[src/rtl/i2s_pkg.sv]
// ============================================================================
// Package  : i2s_pkg
// Brief    : Shared widths, frame geometry and types for the I2S transmitter.
// Revision : 1.0 - initial release
// ============================================================================
`default_nettype none

package i2s_pkg;

    localparam int I2S_SAMPLE_W   = 16;
    localparam int I2S_FRAME_BITS = 32;
    localparam int I2S_IDX_W      = 5;

    // LRCLK is high for these bit indices: it leads each word's MSB by one BCLK
    localparam logic [I2S_IDX_W-1:0] I2S_LR_FIRST = 5'd15;
    localparam logic [I2S_IDX_W-1:0] I2S_LR_LAST  = 5'd30;

    typedef logic [I2S_SAMPLE_W-1:0] i2s_sample_t;

    typedef struct packed {
        i2s_sample_t left;
        i2s_sample_t right;
    } i2s_pair_t;

    function automatic logic i2s_lr_window(input logic [I2S_IDX_W-1:0] idx);
        return (idx >= I2S_LR_FIRST) && (idx <= I2S_LR_LAST);
    endfunction

endpackage

`default_nettype wire

[src/rtl/i2s_tx_if.sv]
// ============================================================================
// Interface : i2s_tx_if
// Brief     : CPU-side sample handshake and control of the I2S transmitter.
// Revision  : 1.0 - initial release
// ============================================================================
`default_nettype none

interface i2s_tx_if;
    import i2s_pkg::*;

    logic        i_en;
    logic        i_valid;
    i2s_sample_t i_left;
    i2s_sample_t i_right;
    logic        o_ready;
    logic        i_clr_underrun;
    logic        o_underrun;

    modport master (
        output i_en,
        output i_valid,
        output i_left,
        output i_right,
        output i_clr_underrun,
        input  o_ready,
        input  o_underrun
    );

    modport slave (
        input  i_en,
        input  i_valid,
        input  i_left,
        input  i_right,
        input  i_clr_underrun,
        output o_ready,
        output o_underrun
    );

endinterface

`default_nettype wire

[src/rtl/i2s_bclk_gen.sv]
// ============================================================================
// Module   : i2s_bclk_gen
// Brief    : Divides i_clk down to BCLK and flags the cycle before each edge.
// Revision : 1.0 - initial release
// ============================================================================
`default_nettype none

module i2s_bclk_gen #(
    parameter int CLK_DIV = 8
) (
    input  logic i_clk,
    input  logic i_rst_n,
    input  logic i_en,
    output logic o_bclk,
    output logic o_fall_stb,
    output logic o_rise_stb
);

    localparam logic [7:0] c_div_last = 8'(CLK_DIV - 1);

    if ((CLK_DIV < 1) || (CLK_DIV > 255)) begin : g_bad_div
        $error("i2s_bclk_gen: CLK_DIV must be in 1..255");
    end

    logic [7:0] div_cnt_q, div_cnt_d;
    logic       bclk_q, bclk_d;
    logic       w_term;

    assign w_term = i_en && (div_cnt_q == c_div_last);

    always_comb begin
        div_cnt_d = div_cnt_q + 8'd1;
        bclk_d    = bclk_q;
        if (!i_en) begin
            div_cnt_d = 8'd0;
            bclk_d    = 1'b0;
        end else if (w_term) begin
            div_cnt_d = 8'd0;
            bclk_d    = ~bclk_q;
        end
    end

    always_ff @(posedge i_clk or negedge i_rst_n) begin
        if (!i_rst_n) begin
            div_cnt_q <= 8'd0;
            bclk_q    <= 1'b0;
        end else begin
            div_cnt_q <= div_cnt_d;
            bclk_q    <= bclk_d;
        end
    end

    // Strobes are high in the cycle whose closing edge toggles BCLK
    assign o_bclk     = bclk_q;
    assign o_fall_stb = w_term && bclk_q;
    assign o_rise_stb = w_term && !bclk_q;

endmodule

`default_nettype wire

[src/rtl/i2s_tx.sv]
// ============================================================================
// Module   : i2s_tx
// Brief    : I2S stereo transmitter with a one-frame holding register.
// Revision : 1.0 - initial release
// ============================================================================
`default_nettype none

module i2s_tx
    import i2s_pkg::*;
#(
    parameter int CLK_DIV = 8
) (
    input  logic     i_clk,
    input  logic     i_rst_n,
    i2s_tx_if.slave  bus,
    output logic     o_bclk,
    output logic     o_lrclk,
    output logic     o_sdin
);

    logic w_fall;
    logic w_rise;

    i2s_bclk_gen #(
        .CLK_DIV (CLK_DIV)
    ) u_bclk_gen (
        .i_clk      (i_clk),
        .i_rst_n    (i_rst_n),
        .i_en       (bus.i_en),
        .o_bclk     (o_bclk),
        .o_fall_stb (w_fall),
        .o_rise_stb (w_rise)
    );

    i2s_pair_t                   hold_q, hold_d;
    logic                        hold_full_q, hold_full_d;
    logic [I2S_FRAME_BITS-1:0]   shreg_q, shreg_d;
    logic [I2S_IDX_W-1:0]        bit_idx_q, bit_idx_d;
    logic                        lrclk_q, lrclk_d;
    logic                        sdin_q, sdin_d;
    logic                        underrun_q, underrun_d;

    logic                        w_accept;
    logic                        w_load;
    logic [I2S_IDX_W-1:0]        w_bit_next;
    logic [I2S_FRAME_BITS-1:0]   w_shreg_next;

    assign w_accept     = bus.i_valid && !hold_full_q;
    assign w_load       = w_fall && (bit_idx_q == 5'd31);
    assign w_bit_next   = bit_idx_q + 5'd1;
    assign w_shreg_next = w_load ? (hold_full_q ? hold_q : '0) : shreg_q;

    always_comb begin
        hold_d      = hold_q;
        hold_full_d = hold_full_q;
        shreg_d     = shreg_q;
        bit_idx_d   = bit_idx_q;
        lrclk_d     = lrclk_q;
        sdin_d      = sdin_q;
        underrun_d  = underrun_q;

        if (w_accept) begin
            hold_d      = '{left: bus.i_left, right: bus.i_right};
            hold_full_d = 1'b1;
        end else if (w_load) begin
            hold_full_d = 1'b0;
        end

        // A missed frame outranks a same-cycle clear so no underrun goes unseen
        if (w_load && !hold_full_q) begin
            underrun_d = 1'b1;
        end else if (bus.i_clr_underrun) begin
            underrun_d = 1'b0;
        end

        if (!bus.i_en) begin
            bit_idx_d = 5'd31;
            lrclk_d   = 1'b0;
            sdin_d    = 1'b0;
        end else if (w_fall) begin
            bit_idx_d = w_bit_next;
            shreg_d   = w_shreg_next;
            lrclk_d   = i2s_lr_window(w_bit_next);
            sdin_d    = w_shreg_next[5'd31 - w_bit_next];
        end
    end

    always_ff @(posedge i_clk or negedge i_rst_n) begin
        if (!i_rst_n) begin
            hold_q      <= '0;
            hold_full_q <= 1'b0;
            shreg_q     <= '0;
            bit_idx_q   <= 5'd31;
            lrclk_q     <= 1'b0;
            sdin_q      <= 1'b0;
            underrun_q  <= 1'b0;
        end else begin
            hold_q      <= hold_d;
            hold_full_q <= hold_full_d;
            shreg_q     <= shreg_d;
            bit_idx_q   <= bit_idx_d;
            lrclk_q     <= lrclk_d;
            sdin_q      <= sdin_d;
            underrun_q  <= underrun_d;
        end
    end

    assign o_lrclk        = lrclk_q;
    assign o_sdin         = sdin_q;
    assign bus.o_ready    = !hold_full_q;
    assign bus.o_underrun = underrun_q;

    a_strobes_exclusive : assert property (
        @(posedge i_clk) disable iff (!i_rst_n) !(w_rise && w_fall)
    );

endmodule

`default_nettype wire

[src/flat_wrapper.sv]
// flat-port wrapper written by rule: the top's interface ports become plain ports
module i2s_tx_flat import i2s_pkg::*;
#(
    parameter int CLK_DIV = 8
)
  (i_clk, i_rst_n, o_bclk, o_lrclk, o_sdin, bus_i_en, bus_i_valid, bus_i_left, bus_i_right, bus_i_clr_underrun, bus_o_ready, bus_o_underrun);
  i2s_tx_if bus_i ();
  input  logic i_clk;
  input  logic i_rst_n;
  output logic o_bclk;
  output logic o_lrclk;
  output logic o_sdin;
  input wire logic [$bits(bus_i.i_en)-1:0] bus_i_en;
  input wire logic [$bits(bus_i.i_valid)-1:0] bus_i_valid;
  input wire logic [$bits(bus_i.i_left)-1:0] bus_i_left;
  input wire logic [$bits(bus_i.i_right)-1:0] bus_i_right;
  input wire logic [$bits(bus_i.i_clr_underrun)-1:0] bus_i_clr_underrun;
  output wire logic [$bits(bus_i.o_ready)-1:0] bus_o_ready;
  output wire logic [$bits(bus_i.o_underrun)-1:0] bus_o_underrun;
  assign bus_i.i_en = bus_i_en;
  assign bus_i.i_valid = bus_i_valid;
  assign bus_i.i_left = bus_i_left;
  assign bus_i.i_right = bus_i_right;
  assign bus_i.i_clr_underrun = bus_i_clr_underrun;
  assign bus_o_ready = bus_i.o_ready;
  assign bus_o_underrun = bus_i.o_underrun;
  i2s_tx #(.CLK_DIV(CLK_DIV)) u_core (.i_clk(i_clk), .i_rst_n(i_rst_n), .bus(bus_i), .o_bclk(o_bclk), .o_lrclk(o_lrclk), .o_sdin(o_sdin));
endmodule
[config.mk]
export PLATFORM = sky130hd
export DESIGN_NAME = i2s_tx_flat
export DESIGN_NICKNAME = d
export VERILOG_FILES = /design/src/rtl/i2s_pkg.sv /design/src/rtl/i2s_tx_if.sv /design/src/rtl/i2s_bclk_gen.sv /design/src/rtl/i2s_tx.sv /design/src/flat_wrapper.sv
export SDC_FILE = /design/constraint.sdc
export NUM_CORES = 1
export LEC_CHECK = 0
export ABC_AREA = 1
export ABC_CLOCK_PERIOD_IN_PS = 3700
export CORE_MARGIN = 8
export CORE_UTILIZATION = 30
export DETAILED_ROUTE_END_ITERATION = 8
export GPL_TIMING_DRIVEN = 0
export PLACE_DENSITY = 0.47
export RECOVER_POWER = 100
export SYNTH_ARGS = -nofsm -noshare
export SYNTH_HDL_FRONTEND = slang
export SYNTH_SLANG_ARGS = --single-unit
[constraint.sdc]
create_clock -name i_clk -period 3.7 [get_ports i_clk]
set_input_delay 0.74 -clock i_clk [delete_from_list [all_inputs] [get_ports i_clk]]
set_output_delay 0.74 -clock i_clk [all_outputs]
set_load 0.02 [all_outputs]
# Word-level counts from Yosys, hierarchy flattened
# Index checks and enable logic that the tools add are counted.
# classes
addsub,3
bitwise_logic,1
n_mux,18
n_eq_ne,4
n_reduce_logical,10
n_lt_le_gt_ge,3
# ops
cell,n
two-way mux 32 bit,2
two-way mux 8 bit,2
two-way mux 1 bit,11
two-way mux 5 bit,2
"adder 8 x 1 -> 8 bit, second input constant",1
"equality test 8 x 3 -> 1 bit, second input constant",1
logical AND 1 bit,6
"< comparator 5 x 6 -> 1 bit, second input constant",1
"adder 5 x 1 -> 5 bit, second input constant",1
binary-select mux 1 bit (select 5 bit),1
"equality test 5 bit, second input constant",1
">= comparator 5 x 4 -> 1 bit, second input constant",1
"less-or-equal comparator 5 bit, second input constant",1
"subtractor 5 bit, first input constant",1
"!= test 2 x 1 -> 1 bit, second input constant",2
nonzero test 2 bit,2
AND reduction 2 bit,1
zero test 1 bit,1
NOT 1 bit,1
# word_totals
ff_bits,82
in_bits,37

# Logic depth before layout (Yosys ltp)
# logic_depth
word_depth,9
mapped_depth,18

# Cells and area by module
# A second synthesis with hierarchy kept.
# hier_totals
hier_cells,505
area_unflattened_um2,4145.2
# by_module_without_submodules
module,cells_each,n_inst,area_each_um2
i2s_tx,439,1,3653.5
i2s_bclk_gen,66,1,491.7

# Least setup slack after synthesis
# No wires, ideal clock.
# synth_timing
path_kind,reg2reg
start,reg u_core.bit_idx_q[0]
end,reg u_core.sdin_q (netlist: u_core.o_sdin)
slack_ns,1.450
setup_time_ns,0.117
period_less_slack_ns,2.250
path_stages_with_launch,18
t_arrival_ns,2.133
t_required_ns,3.583
path_cell_list,dfstp_2 > ha_1 > nand2_1 > nor2_1 > ha_1 > clkbuf_8 > nand4_2 > buf_6 > nand2_2 > o21ai_2 > nor2_1 > nor2_1 > nand2_1 > nand2_1 > nor2_1 > nand2_1 > nand3_1 > nand2_1
# synth_via
elab_chain_len,7
word_cells_on_any_way,9
classes_between,add/sub: 2; eq/ne: 1; mux: 5; reduce/logical: 1
# synth_lines
item,line_no,rtl
from (decl),i2s_tx.sv:38,"logic [I2S_IDX_W-1:0] bit_idx_q, bit_idx_d;"
from (signal assigned),i2s_tx.sv:101,bit_idx_q <= bit_idx_d;
branches (longest 3 deep; another with adder 5 x 1 -> 5 bit),--,
binary-select mux 1 bit (select 5 bit) (*),i2s_tx.sv:84,sdin_d = w_shreg_next[5'd31 - w_bit_next];
two-way mux 1 bit (not written as such) (*),i2s_tx.sv:84,
two-way mux 1 bit (*),i2s_tx.sv:80,end else if (w_fall) begin
two-way mux 1 bit (*),i2s_tx.sv:76,if (!bus.i_en) begin
to (signal assigned),i2s_tx.sv:103,sdin_q <= sdin_d;
to (decl),i2s_tx.sv:40,"logic sdin_q, sdin_d;"
# Every way passes the cells marked *. The select of a mux whose other input is x is not followed.
# A chain may end at the register's enable or synchronous reset.

# Worst setup path after layout
# layout_timing
start,reg u_core.hold_full_q
end,out bus_o_ready
# layout_via
elab_chain_len,1
# layout_lines
item,line_no,rtl
from (decl),i2s_tx.sv:36,"logic hold_full_q, hold_full_d;"
from (signal assigned),i2s_tx.sv:99,hold_full_q <= hold_full_d;
zero test 1 bit,i2s_tx.sv:110,assign bus.o_ready = !hold_full_q;
to (decl),flat_wrapper.sv:18,output wire logic [$bits(bus_i.o_ready)-1:0] bus_o_ready;
# Every way passes these cells.

==> parameters.txt <==
Parameter                              Value

Die
  Starting utilization of the core area    0.3087
  Floorplan die height    133.0 µm
  Die width    133.0 µm
  Std-Cell Rows    42
  Floorplan die area    17680 µm²
  IO Pins    42
  Floorplan core area    13300 µm²

Clocking
  Clock insertion delay at the later pin of the skew report    340 ps
  Number of gates resized after CTS    0
  Cell chosen for the clock root    sky130_fd_sc_hd__clkbuf_16
  Cts bufs inserted    9
  Sinks on the clock net    82
  Worst-path clk slew    60 ps
  H-tree depth reported by CTS    3
  Hold-fix buffers, CTS    0
  Worst-case clock buffer depth    2
  Buffers inserted by post-CTS timing repair    0
  TritonCTS clock tree    done

Detailed routing
  Number of optimization iterations in the first detailed-route pass    4
  Antenna-violating nets left    0
  Post-route DRC violation count    0
  Iteration-0 DRC count of the detailed router    109
  Total via count after detailed routing    3154
  Total detailed-routing wirelength    9577 µm
  Via-to-Cell Ratio    4.506
  WL per Instance    13.68 µm

Final layout
  Cell Count, Final, Fillers Out    700
  Diode count    0
  Area of the multi-input gates    1618 µm²
  Fill cell count    1386
  Most common cell after layout, fill and taps aside    sky130_fd_sc_hd__nand2_1
  Register area    2058 µm²
  Post-Layout Inst Area    5011 µm²
  Number of nets in the layout    560
  Area overhead of the layout relative to synthesis    22.10%
  Fraction of layout cells with a size suffix above 1    0.1336
  Commonest cells after routing, fill and taps aside    sky130_fd_sc_hd__nand2_1 (116), sky130_fd_sc_hd__dfrtp_1 (77), sky130_fd_sc_hd__inv_1 (70)

Run status
  Violations in the final reports    max-capacitance violations, max-slew violations
  Result of the run    finished, violations left

STA
  Smallest hold slack    456.9 ps
  Slew headroom    -0.3113
  Worst Tran Pin Value    1967 ps
  Minimum period implied by the final worst setup slack    2964 ps
  Crit path setup slack, layout    735.7 ps
  Final max-slew violation count    34
  Final hold violations    0
  Count of final setup violators    0
  Clock Skew    7.667 ps
  Max Clock Freq    337.4 MHz
  RSZ-0062 raised after global routing    false
  Final period util    0.8011

Worst hold path
  Classification of the worst-slack hold path    reg -> reg
  Origin of the worst min-delay path    u_core.u_bclk_gen.div_cnt_q[0]
  Terminating pin of the worst hold path    u_core.u_bclk_gen.div_cnt_q[0]
  Number of instances on the worst hold path    1

Power
  Switching Power    0.5544 mW
  Leakage dissipation    2.549 nW
  Cell area power density    454.9 nW/µm²
  Int Pwr    1.725 mW
  Part of the power in combinational logic    0.133
  Clock network fraction of design power    0.426
  Net switching share of the total power    0.2432
  Max IR drop VDD    0.0002572 V
  Reg power frac    0.441
  Total power    2.279 mW

Global routing
  Largest net degree at the start of global routing    50
  Total global routing overflow    0
  Initial antenna violation count    0
  GRT Total Usage    0.1152
  Vias in the first global route    3306
  Global-route wire length before repair    16120 µm

Yosys
  Count of mapped cells out of synthesis    466
  Synthesized-area fraction occupied by and/or/nand/nor cells    0.2335
  Share of synthesized flip-flops with an asynchronous set or reset    1.000
  Yosys warning total    0
  Xor and xnor fraction of the mapped netlist area    0.002134
  Synthesized-area fraction occupied by adder cells    0.01220
  Combined area of all synthesized cells    4104 µm²
  Post-synthesis sequential element count    82
  Fraction of the mapped netlist area in compound gates    0.06677
  Part of the Yosys area used for sequential elements    0.5015
  Most used flip-flop cell after synthesis    sky130_fd_sc_hd__dfrtp_1
  Synth top area share    0.4695
  Proportion of synthesized area in mux cells    0.08780
  Library cell with the largest summed area after synthesis    sky130_fd_sc_hd__dfrtp_1
  Number of flops mapped to enable cells by yosys    0
  Synthesized net count    507
  Number of distinct standard cells referenced by the synthesized netlist    36
  Largest family of logic cells by synthesized area    simple AND/OR/NAND/NOR gates
  Mean area per synthesized cell    8.807 µm²
  Biggest area contributors in the synthesized netlist    sky130_fd_sc_hd__dfrtp_1 (47%), sky130_fd_sc_hd__nand2_1 (11%), sky130_fd_sc_hd__mux2_2 (8.8%)

Place
  Sum of net half-perimeters after detailed placement    7119 µm
  Cell count after placement    684
  Setup WS pre-CTS    717.5 ps
  Placed cell areas    4760 µm²
  Gpl congestion    0.7910
  Count of port buffers added during placement    41

Setup path
  Maximum fanout count along the critical path    10
  Worst Setup End Kind    output port
  Reg-to-reg critical path startpoint    u_core.bit_idx_q[0]
  Arr. time, crit path    2220 ps
  Maximum single-stage delay on the critical path    680 ps
  Setup crit start kind    flop
  Register-to-register path setup slack    800 ps
  Slowest stage cell, crit path    sky130_fd_sc_hd__dlygate4sd3_1
  Worst r2r dst    u_core.o_sdin
  Req. time, crit path    2960 ps
  Critical path's most frequent cell    sky130_fd_sc_hd__clkbuf_1
  Startpoint-to-endpoint class of the critical path    reg -> out
  R2R depth    14
  Cell-by-cell trace of the critical path    clkbuf_1 -> clkbuf_1 -> inv_1 -> dlygate4sd3_1

Run
  Count of max-cap constraint violations    1
[worst max-delay path, delay by kind of cell, from the launching register on]
| family | cells | cell delay, ps |
|---|---|---|
| buffers and inverters | 4 | 1560 |
| DFF | 1 | 320 |
[stage by stage]
step           setup TNS, ps    util
3_3_place_gp          -96220  0.3561
6_report                   0  0.3769
3_5_place_dp               0  0.3580
4_1_cts                    0  0.3821
2_1_floorplan              0       -
5_1_grt                    0  0.3769
[power groups by stage]
stage	clock, mW	sequential, mW	combinational, mW
final	0.970	1.01	0.304
after global routing	1.04	1.01	0.347
after CTS	0.998	1.01	0.319
after detailed placement	0	1.02	0.318
after global placement	0	1.02	0.310
after floorplan	0	1.01	0.200
[logic make-up after synthesis]
kind of cell,count (synthesis)
AO/OA/AOI/OAI,43
AND/OR/NAND/NOR,215
adder cells (fa/ha/maj),4
multiplexers,32
buffers and inverters,89
XOR/XNOR,1
flip-flops,82
[synthesized netlist by cell type, types with 5 or more instances]
library cell,number
sky130_fd_sc_hd__o21ai_1,7
sky130_fd_sc_hd__and2_1,5
sky130_fd_sc_hd__nand3_1,23
sky130_fd_sc_hd__nor3_1,8
sky130_fd_sc_hd__dfstp_2,5
sky130_fd_sc_hd__a21oi_1,7
sky130_fd_sc_hd__o21ai_0,8
sky130_fd_sc_hd__nand2_1,116
sky130_fd_sc_hd__buf_2,7
sky130_fd_sc_hd__o211ai_1,7
sky130_fd_sc_hd__nand4_1,9
sky130_fd_sc_hd__o21a_1,7
sky130_fd_sc_hd__inv_1,67
sky130_fd_sc_hd__dfrtp_1,77
sky130_fd_sc_hd__inv_2,5
sky130_fd_sc_hd__nor2_1,41
sky130_fd_sc_hd__mux2_2,32
[layer usage]
layer,track usage,up-vias,routed length [µm]
li1,-,1583,-
met1,0.1390,1511,4581
met2,0.1872,50,4489
met3,0.03747,10,361
met4,0.04290,0,145
met5,0,-,0
[sequential cells by signal, indices dropped and copies added, names as in the netlist]
register and flops:
u_core.bit_idx_q 5, u_core.bus.o_underrun 1, u_core.hold_full_q 1, u_core.hold_q 32
u_core.o_lrclk 1, u_core.o_sdin 1, u_core.shreg_q 32, u_core.u_bclk_gen.div_cnt_q 8
u_core.u_bclk_gen.o_bclk 1
[how the worst max path moves through the flow]
stage                             start                end  cells past startpoint
floorplan           u_core.bit_idx_q[0]      u_core.o_sdin                     17
global placement                i_rst_n  u_core.hold_q[15]                      1
detailed placement             bus_i_en      u_core.o_sdin                     12
CTS                 u_core.bit_idx_q[0]      u_core.o_sdin                     17
global route        u_core.bit_idx_q[0]      u_core.o_sdin                     17
finish               u_core.hold_full_q        bus_o_ready                      4
[area by class of cell]
| type | count | area share |
|---|---|---|
| flip-flops and latches | 82 | 0.4107 |
| multi-input cells | 295 | 0.3228 |
| plain buffers | 17 | 0.01848 |
| clock inverters | 4 | 0.01473 |
| clock buffers | 12 | 0.04919 |
| inverters | 72 | 0.05393 |
| well taps | 176 | 0.04394 |
| repair buffers | 42 | 0.08614 |
(Power assumes the default switching activity.)
